<file path="src/rtl/adc_frame_reader_if.sv">
// Serial ADC pin bundle: conversion start, chip select, serial clock and data.
// master = reader side (drives convst/cs_n/sclk), slave = ADC side (drives sdo).
interface adc_frame_reader_if;
    logic convst;
    logic cs_n;
    logic sclk;
    logic sdo;

    modport master (
        output convst,
        output cs_n,
        output sclk,
        input  sdo
    );

    modport slave (
        input  convst,
        input  cs_n,
        input  sclk,
        output sdo
    );
endinterface

</file>
<file path="src/rtl/adc_frame_reader.sv">
// Single-shot serial ADC reader: convst pulse, then 16-bit MSB-first readout.
// Ports: clk_in, rst_n (async, active-low), start, adc (convst/cs_n/sclk/sdo),
//        data (last sample), data_valid (1-cycle pulse), busy (not IDLE).
module adc_frame_reader #(
    parameter int SCLK_DIV    = 4,
    parameter int CONV_CYCLES = 100
) (
    input  logic                      clk_in,
    input  logic                      rst_n,
    input  logic                      start,
    adc_frame_reader_if.master        adc,
    output logic               [15:0] data,
    output logic                      data_valid,
    output logic                      busy
);

    localparam int          HALF      = SCLK_DIV / 2;
    localparam logic [15:0] CONV_LAST = 16'(CONV_CYCLES - 1);
    localparam logic [15:0] HALF_LAST = 16'(HALF - 1);
    localparam logic [15:0] HALF_W    = 16'(HALF);
    localparam logic [15:0] PER_LAST  = 16'(SCLK_DIV - 1);

    typedef enum logic [2:0] {
        S_IDLE,
        S_CONV,
        S_SETUP,
        S_SHIFT,
        S_DONE
    } state_e;

    state_e      state_q, state_d;
    logic [15:0] cnt_q, cnt_d;
    logic [4:0]  bit_q, bit_d;
    logic [15:0] shift_q, shift_d;
    logic [15:0] data_q, data_d;
    logic        dv_q, dv_d;
    logic        busy_q, busy_d;
    logic        convst_q, convst_d;
    logic        cs_n_q, cs_n_d;
    logic        sclk_q, sclk_d;

    always_ff @(posedge clk_in or negedge rst_n) begin
        if (!rst_n) begin
            state_q  <= S_IDLE;
            cnt_q    <= '0;
            bit_q    <= '0;
            shift_q  <= '0;
            data_q   <= '0;
            dv_q     <= 1'b0;
            busy_q   <= 1'b0;
            convst_q <= 1'b0;
            cs_n_q   <= 1'b1;
            sclk_q   <= 1'b0;
        end else begin
            state_q  <= state_d;
            cnt_q    <= cnt_d;
            bit_q    <= bit_d;
            shift_q  <= shift_d;
            data_q   <= data_d;
            dv_q     <= dv_d;
            busy_q   <= busy_d;
            convst_q <= convst_d;
            cs_n_q   <= cs_n_d;
            sclk_q   <= sclk_d;
        end
    end

    always_comb begin
        state_d = state_q;
        cnt_d   = cnt_q;
        bit_d   = bit_q;
        shift_d = shift_q;
        data_d  = data_q;
        dv_d    = 1'b0;

        unique case (state_q)
            S_IDLE: begin
                if (start) begin
                    state_d = S_CONV;
                    cnt_d   = '0;
                    bit_d   = '0;
                end
            end
            S_CONV: begin
                if (cnt_q == CONV_LAST) begin
                    state_d = S_SETUP;
                    cnt_d   = '0;
                end else begin
                    cnt_d = cnt_q + 16'd1;
                end
            end
            S_SETUP: begin
                if (cnt_q == HALF_LAST) begin
                    state_d = S_SHIFT;
                    cnt_d   = '0;
                end else begin
                    cnt_d = cnt_q + 16'd1;
                end
            end
            S_SHIFT: begin
                // cnt_q is the phase within one SCLK period
                if (cnt_q == PER_LAST) begin
                    cnt_d = '0;
                    if (bit_q == 5'd15) begin
                        state_d = S_DONE;
                    end else begin
                        bit_d = bit_q + 5'd1;
                    end
                end else begin
                    cnt_d = cnt_q + 16'd1;
                end
            end
            S_DONE: begin
                state_d = S_IDLE;
                data_d  = shift_q;
                dv_d    = 1'b1;
            end
            default: begin
                state_d = S_IDLE;
            end
        endcase

        // Outputs are registered from the next state so pins change
        // on the same edge as the state they belong to.
        sclk_d   = (state_d == S_SHIFT) && (cnt_d >= HALF_W);
        convst_d = (state_d == S_CONV);
        cs_n_d   = !((state_d == S_SETUP) || (state_d == S_SHIFT));
        busy_d   = (state_d != S_IDLE);

        // Capture on the edge that raises sclk, before the ADC moves sdo.
        if (sclk_d && !sclk_q) begin
            shift_d = {shift_q[14:0], adc.sdo};
        end
    end

    assign adc.convst = convst_q;
    assign adc.cs_n   = cs_n_q;
    assign adc.sclk   = sclk_q;
    assign data       = data_q;
    assign data_valid = dv_q;
    assign busy       = busy_q;

endmodule

</file>
<file path="src/flat_wrapper.sv">
// flat-port wrapper written by rule: the top's interface ports become plain ports
module adc_frame_reader_flat 
#(
    parameter int SCLK_DIV    = 4,
    parameter int CONV_CYCLES = 100
)
  (clk_in, rst_n, start, data, data_valid, busy, adc_convst, adc_cs_n, adc_sclk, adc_sdo);
  adc_frame_reader_if adc_i ();
  input  logic clk_in;
  input  logic rst_n;
  input  logic start;
  output logic               [15:0] data;
  output logic data_valid;
  output logic busy;
  output wire logic [$bits(adc_i.convst)-1:0] adc_convst;
  output wire logic [$bits(adc_i.cs_n)-1:0] adc_cs_n;
  output wire logic [$bits(adc_i.sclk)-1:0] adc_sclk;
  input wire logic [$bits(adc_i.sdo)-1:0] adc_sdo;
  assign adc_convst = adc_i.convst;
  assign adc_cs_n = adc_i.cs_n;
  assign adc_sclk = adc_i.sclk;
  assign adc_i.sdo = adc_sdo;
  adc_frame_reader #(.SCLK_DIV(SCLK_DIV), .CONV_CYCLES(CONV_CYCLES)) u_core (.clk_in(clk_in), .rst_n(rst_n), .start(start), .adc(adc_i), .data(data), .data_valid(data_valid), .busy(busy));
endmodule
</file>
<file path="config.mk">
export PLATFORM = sky130hd
export DESIGN_NAME = adc_frame_reader_flat
export DESIGN_NICKNAME = d
export VERILOG_FILES = /design/src/rtl/adc_frame_reader_if.sv /design/src/rtl/adc_frame_reader.sv /design/src/flat_wrapper.sv
export SDC_FILE = /design/constraint.sdc
export NUM_CORES = 1
export LEC_CHECK = 0
export CORE_ASPECT_RATIO = 0.9
export CORE_UTILIZATION = 40
export CTS_CLUSTER_SIZE = 25
export DETAILED_ROUTE_END_ITERATION = 10
export GPL_ROUTABILITY_DRIVEN = 0
export REMOVE_ABC_BUFFERS = 1
export SLEW_MARGIN = 20
export SYNTH_ARGS = -nofsm -noshare
export SYNTH_HDL_FRONTEND = slang
export SYNTH_SLANG_ARGS = --single-unit
</file>
<file path="constraint.sdc">
create_clock -name clk_in -period 3.3 [get_ports clk_in]
set_clock_uncertainty 0.1 [all_clocks]
set_input_delay 0.66 -clock clk_in [delete_from_list [all_inputs] [get_ports clk_in]]
set_output_delay 0.66 -clock clk_in [all_outputs]
set_load 0.05 [all_outputs]
</file>
After elaboration in Yosys (flattened, before gate mapping). Cells that the tools add are included.

Register bits: 61. Word-level logic and storage cells: 52.

$add $sub $neg: 2. Order comparisons: 1. Equality and inequality tests: 14. Muxes and demuxes: 16. Reduce and logical (&&, ||, !) cells: 9.

Operators by type and width (count): 16-bit two-way mux (4); 16-bit one-hot mux with 4 select lines (1); 16-bit by 1-bit adder with 16-bit output (second input constant) (1); 16-bit by 1-bit equality test with 1-bit output (second input constant) (1); 16-bit by 2-bit equality test with 1-bit output (second input constant) (1); 16-bit by 7-bit equality test with 1-bit output (second input constant) (1); 16-bit by 2-bit >= comparator with 1-bit output (second input constant) (1); 3-bit two-way mux (5); 5-bit two-way mux (3); 3-bit by 2-bit equality test with 1-bit output (second input constant) (4); 3-bit one-hot mux with 4 select lines (1); 5-bit one-hot mux with 2 select lines (1); 3-bit by 1-bit equality test with 1-bit output (second input constant) (2); 5-bit by 1-bit adder with 5-bit output (second input constant) (1); 5-bit by 4-bit equality test with 1-bit output (second input constant) (1); 2-bit != test (second input constant) (2); 4-bit AND reduction (1); 3-bit equality test (second input constant) (1); 3-bit zero test (1); 3-bit nonzero test (1); 1-bit logical AND (2); 1-bit zero test (2); 2-bit by 1-bit != test with 1-bit output (second input constant) (1); 2-bit nonzero test (1); other kinds (2) (2).

Longest topological paths before layout.
Depth in word-level cells: 7. Gate-level depth with buffers: 11.

Worst setup path after synthesis. No wires, ideal clock.

Path type: flip-flop to flip-flop. Start: reg u_core.cnt_q[0]. End: reg u_core.shift_q[10]. Setup time: 0.125 ns. Data arrival time: 2.896 ns. Required time: 3.075 ns. Path slack: 0.179 ns. Cell stages (with the launch flop): 11. Clock period less this slack: 3.121 ns. Cells stage by stage: dfrtp_1 > ha_1 > clkbuf_2 > nand3_1 > nor2_2 > nand4_1 > mux2_2 > o41a_1 > o31ai_4 > buf_6 > mux2_2.

Cells in the longest elaborated chain, start to end: 6. Elaborated cells between the ends (all ways): 17.

RTL lines: start, declared (RTL line adc_frame_reader.sv:32) `logic [15:0] cnt_q, cnt_d;`; start signal, assigned (RTL line adc_frame_reader.sv:56) `cnt_q <= cnt_d;`; 16-bit by 1-bit adder with 16-bit output (tied with other cells) (RTL line adc_frame_reader.sv:89, adc_frame_reader.sv:97, adc_frame_reader.sv:110); 16-bit two-way mux (tied with other cells) (RTL line adc_frame_reader.sv:102) `if (cnt_q == PER_LAST) begin`; 16-bit one-hot mux with 4 select lines or 3-bit one-hot mux with 4 select lines (tied branches) (RTL line adc_frame_reader.sv:76) `unique case (state_q)`; 16-bit by 2-bit >= comparator with 1-bit output or 3-bit by 2-bit equality test with 1-bit output (tied branches) (RTL line adc_frame_reader.sv:125) `sclk_d = (state_d == S_SHIFT) && (cnt_d >= HALF_W);`; 1-bit logical AND (*) (RTL line adc_frame_reader.sv:125); 1-bit logical AND (*) (RTL line adc_frame_reader.sv:131) `if (sclk_d && !sclk_q) begin`; end signal, assigned (RTL line adc_frame_reader.sv:58) `shift_q <= shift_d;`; end, declared (RTL line adc_frame_reader.sv:34) `logic [15:0] shift_q, shift_d;`.

Mark *: on every way between the ends. The rest lies on a longest branch, timed or not. A chain may end at the register's enable or synchronous reset.

Worst setup path in the final report.
Start: reg u_core.cnt_q[12]. End: reg u_core.shift_q[5].

Same word-level chain as after synthesis.

==> flow_metrics.env <==
export IMPL_synth_edf_count=0
export IMPL_cts_sinks=61
export IMPL_slew_headroom_pct=60.8
export IMPL_worst_slew_pin_slew_ns=0.584
export IMPL_synth_seq_cells=61
export IMPL_grt_pass1_vias=2293
export IMPL_cts_made_buffers=9
export IMPL_die_area_mm2=0.00807
export IMPL_synth_yosys_seq_area_share_pct=49.5
export IMPL_clkSlewWorstSetupHoldPaths_ns=0.07
export IMPL_instances_no_fill=436
export IMPL_cp_arrival_ns=3.20
export IMPL_grt_max_degree=62
export IMPL_post_cts_buffers=0
export IMPL_synthSimpleGateAreaFrac_pct=17.1
export IMPL_crit_required_ns=3.42
export IMPL_placed_cells=420
export IMPL_diodes=0
export IMPL_crit_path_end_kind="flip-flop"
export IMPL_initial_core_util_pct=41.1
export IMPL_synth_ff_type="dfrtp_1"
export IMPL_max_freq_mhz=324
export IMPL_max_vdd_ir_drop_mv=0.231
export IMPL_drv_cap=0
export IMPL_crit_type="reg -> reg"
export IMPL_power_density_mw_per_mm2=376
export IMPL_syn_inst=287
export IMPL_dr_first_iter_drc_count=206
export IMPL_synth_top_cell_area_share_pct=48.7
export IMPL_drive_above_1_share_pct=27.1
export IMPL_syn_area_mm2=0.00309
export IMPL_synth_compound_area_share_pct=14.7
export IMPL_antenna_found_initial=0
export IMPL_synth_xor_area_share_pct=0.284
export IMPL_cts_hold_buf=0
export IMPL_viasPerCell=5.56
export IMPL_port_buffers=24
export IMPL_synthTopCellsByArea="dfrtp_1, mux2_2, o21ai_0"
export IMPL_insertion_delay_ns=0.33
export IMPL_drtPass1Iterations=6
export IMPL_cts_root_buffer="clkbuf_8"
export IMPL_status="finished clean"
export IMPL_hpwl_um=4860
export IMPL_finalWirelength_um=6890
export IMPL_rsz0062_at_grt="false"
export IMPL_cts_tree="built"
export IMPL_wl_per_cell_um=15.8
export IMPL_die_w_um=94.6
export IMPL_p_leak_nw=1.69
export IMPL_grt_pass1_wl_um=11400
export IMPL_hold_viol_final=0
export IMPL_synth_mux_area_share_pct=12.4
export IMPL_synth_top_family_by_area="simple AND/OR/NAND/NOR gates"
export IMPL_cts_max_level=3
export IMPL_core_mm2=0.00751
export IMPL_dpl_cell_area_mm2=0.00360
export IMPL_drc=0
export IMPL_synth_warnings=0
export IMPL_preCtsSetupSlack_ns=-0.0367
export IMPL_slew_violations=0
export IMPL_nNetsFinal=343
export IMPL_synthAdderAreaFrac_pct=1.62
export IMPL_fin_crit_sh_pct=93.5
export IMPL_clockBufferDepth=2
export IMPL_stdcell_area_mm2=0.00380
export IMPL_layout_setup_ws_ns=0.216
export IMPL_crit_fanout=16
export IMPL_synth_area_per_cell_um2=10.8
export IMPL_synthArstFlopShare_pct=100
export IMPL_fill_cells=698
export IMPL_holdCritPathClass="in -> async"
export IMPL_post_cts_resized=0
export IMPL_hold_ws_ns=0.224
export IMPL_io_pins=25
export IMPL_netlist_cell_type_count=56
export IMPL_grt_remaining_overflow=0
export IMPL_ant_nets=0
export IMPL_dr_total_vias=2423
export IMPL_synth_area_leader_cell="dfrtp_1"
export IMPL_start_kind="flip-flop"
export IMPL_grt_util_all_layers_pct=18.8
export IMPL_fp_dieH_um=85.3
export IMPL_finalSetupViolations=0
export IMPL_reg2reg_slack_ns=0.22
export IMPL_num_rows=30
export IMPL_syn2layout_area_growth_pct=23.2
export IMPL_period_needed_ns=3.08
## report_power, final
group	internal [W]	total, W	switching [W]
sequential	0.000749	0.000750	0.00000117
clock	0.000351	0.000656	0.000306
combinational	0.00000660	0.0000230	0.0000164
## final timing paths
kind                                                   from                       endpoint  cells after the start
min in group clk_in             u_core.bit_q[4]$_DFFE_PN0P_    u_core.bit_q[4]$_DFFE_PN0P_                      2
worst max-delay path             u_core.cnt_q[12]$_DFF_PN0_  u_core.shift_q[5]$_DFFE_PN0P_                      8
worst min register to register  u_core.bit_q[4]$_DFFE_PN0P_    u_core.bit_q[4]$_DFFE_PN0P_                      2
worst min-delay path                                  rst_n          u_core.busy$_DFF_PN0_                      2
worst max register to register   u_core.cnt_q[12]$_DFF_PN0_  u_core.shift_q[5]$_DFFE_PN0P_                      8
max in group asynchronous                             rst_n      u_core.adc.cs_n$_DFF_PN1_                      2
## area by class of cell
class | instances | area (um2) | area share [%]
Sequential cell | 61 | 1530 | 40.2
Multi-Input combinational cell | 198 | 1430 | 37.6
Timing Repair Buffer | 54 | 485 | 12.8
Clock buffer | 9 | 124 | 3.26
Tap cell | 96 | 120 | 3.16
Clock inverter | 7 | 73.8 | 1.94
Inverter | 11 | 41.3 | 1.09
## cells by family after synthesis
family / Yosys count
AOI/OAI and AO/OA: 64
buffers and inverters: 28
and+or+nand+nor: 95
adders and majority gates: 4
DFF: 61
xor gates and xnor gates: 1
muxes: 34
## per-stage QoR
stage          util [%]  setup TNS, ns  power, W
3_5_place_dp       48.0         -0.416  0.000789
6_report           50.6              0   0.00143
2_1_floorplan         -         -0.357  0.000767
5_1_grt            50.6              0   0.00149
4_1_cts            50.6              0   0.00146
3_3_place_gp       48.0       -0.00905  0.000789
## synth_stat cells, types with 3 or more instances
library cell   n
nor4_1         7
inv_1         11
nand2b_1       9
o41ai_1        4
ha_1           4
nor2_1        15
or4_4          3
nor3_1         7
nand4_1        7
mux2_2        32
clkbuf_1       7
a21oi_1        5
o21ai_0       22
nand3_1        7
and3_1         5
or2_2          3
buf_2          5
o31ai_1        9
dfrtp_1       60
nand2_1       21
## state kept, by name (all words and copies together) (netlist names)
signal / count
u_core.shift_q: 16
u_core.adc.convst: 1
u_core.state_q: 3
u_core.adc.sclk: 1
u_core.adc.cs_n: 1
u_core.busy: 1
u_core.bit_q: 5
u_core.data: 16
u_core.cnt_q: 16
u_core.data_valid: 1
## layer usage
metal	share of wire [%]	GRT usage, %	up-vias
met5	0	0	-
met4	1.3	6.75	0
met3	5.9	5.56	8
met2	45	26.9	84
met1	47	26.8	1174
li1	-	-	1157
## layout by cell type (no fill, tap or decap), types with 2 or more instances in the layout
| cell | netlist | final |
|---|---|---|
| nand4_1 | 7 | 7 |
| or2_2 | 3 | 3 |
| buf_12 | 0 | 2 |
| nor3_1 | 7 | 7 |
| nand2b_1 | 9 | 9 |
| dfrtp_1 | 60 | 60 |
| nand3_1 | 7 | 7 |
| a21oi_1 | 5 | 5 |
| mux2_2 | 32 | 32 |
| clkdlybuf4s50_1 | 0 | 23 |
| clkbuf_8 | 0 | 9 |
| o21ai_0 | 22 | 22 |
| and3_1 | 5 | 5 |
| nor2_1 | 15 | 15 |
| clkinv_4 | 0 | 2 |
| o221ai_1 | 2 | 2 |
| nand2_1 | 21 | 21 |
| inv_1 | 11 | 11 |
| o22ai_1 | 2 | 2 |
| or4_4 | 3 | 3 |
| buf_4 | 2 | 28 |
| ha_1 | 4 | 4 |
| nor4_1 | 7 | 7 |
| o31ai_1 | 9 | 9 |
| o21bai_1 | 2 | 2 |
| o41ai_1 | 4 | 4 |
| mux2_1 | 2 | 2 |
| nor2b_1 | 2 | 2 |
| clkinv_2 | 0 | 2 |
## worst max-delay path, cell delays in order, from the launching register on
cell	delay, ns
dfrtp_1	0.44
or4_4	0.59
nor4b_4	0.42
a21boi_2	0.13
o311ai_1	0.29
o21ai_1	0.19
o31ai_4	0.28
buf_12	0.19
mux2_2	0.34
Note: power is estimated with default switching activity, not from simulation.
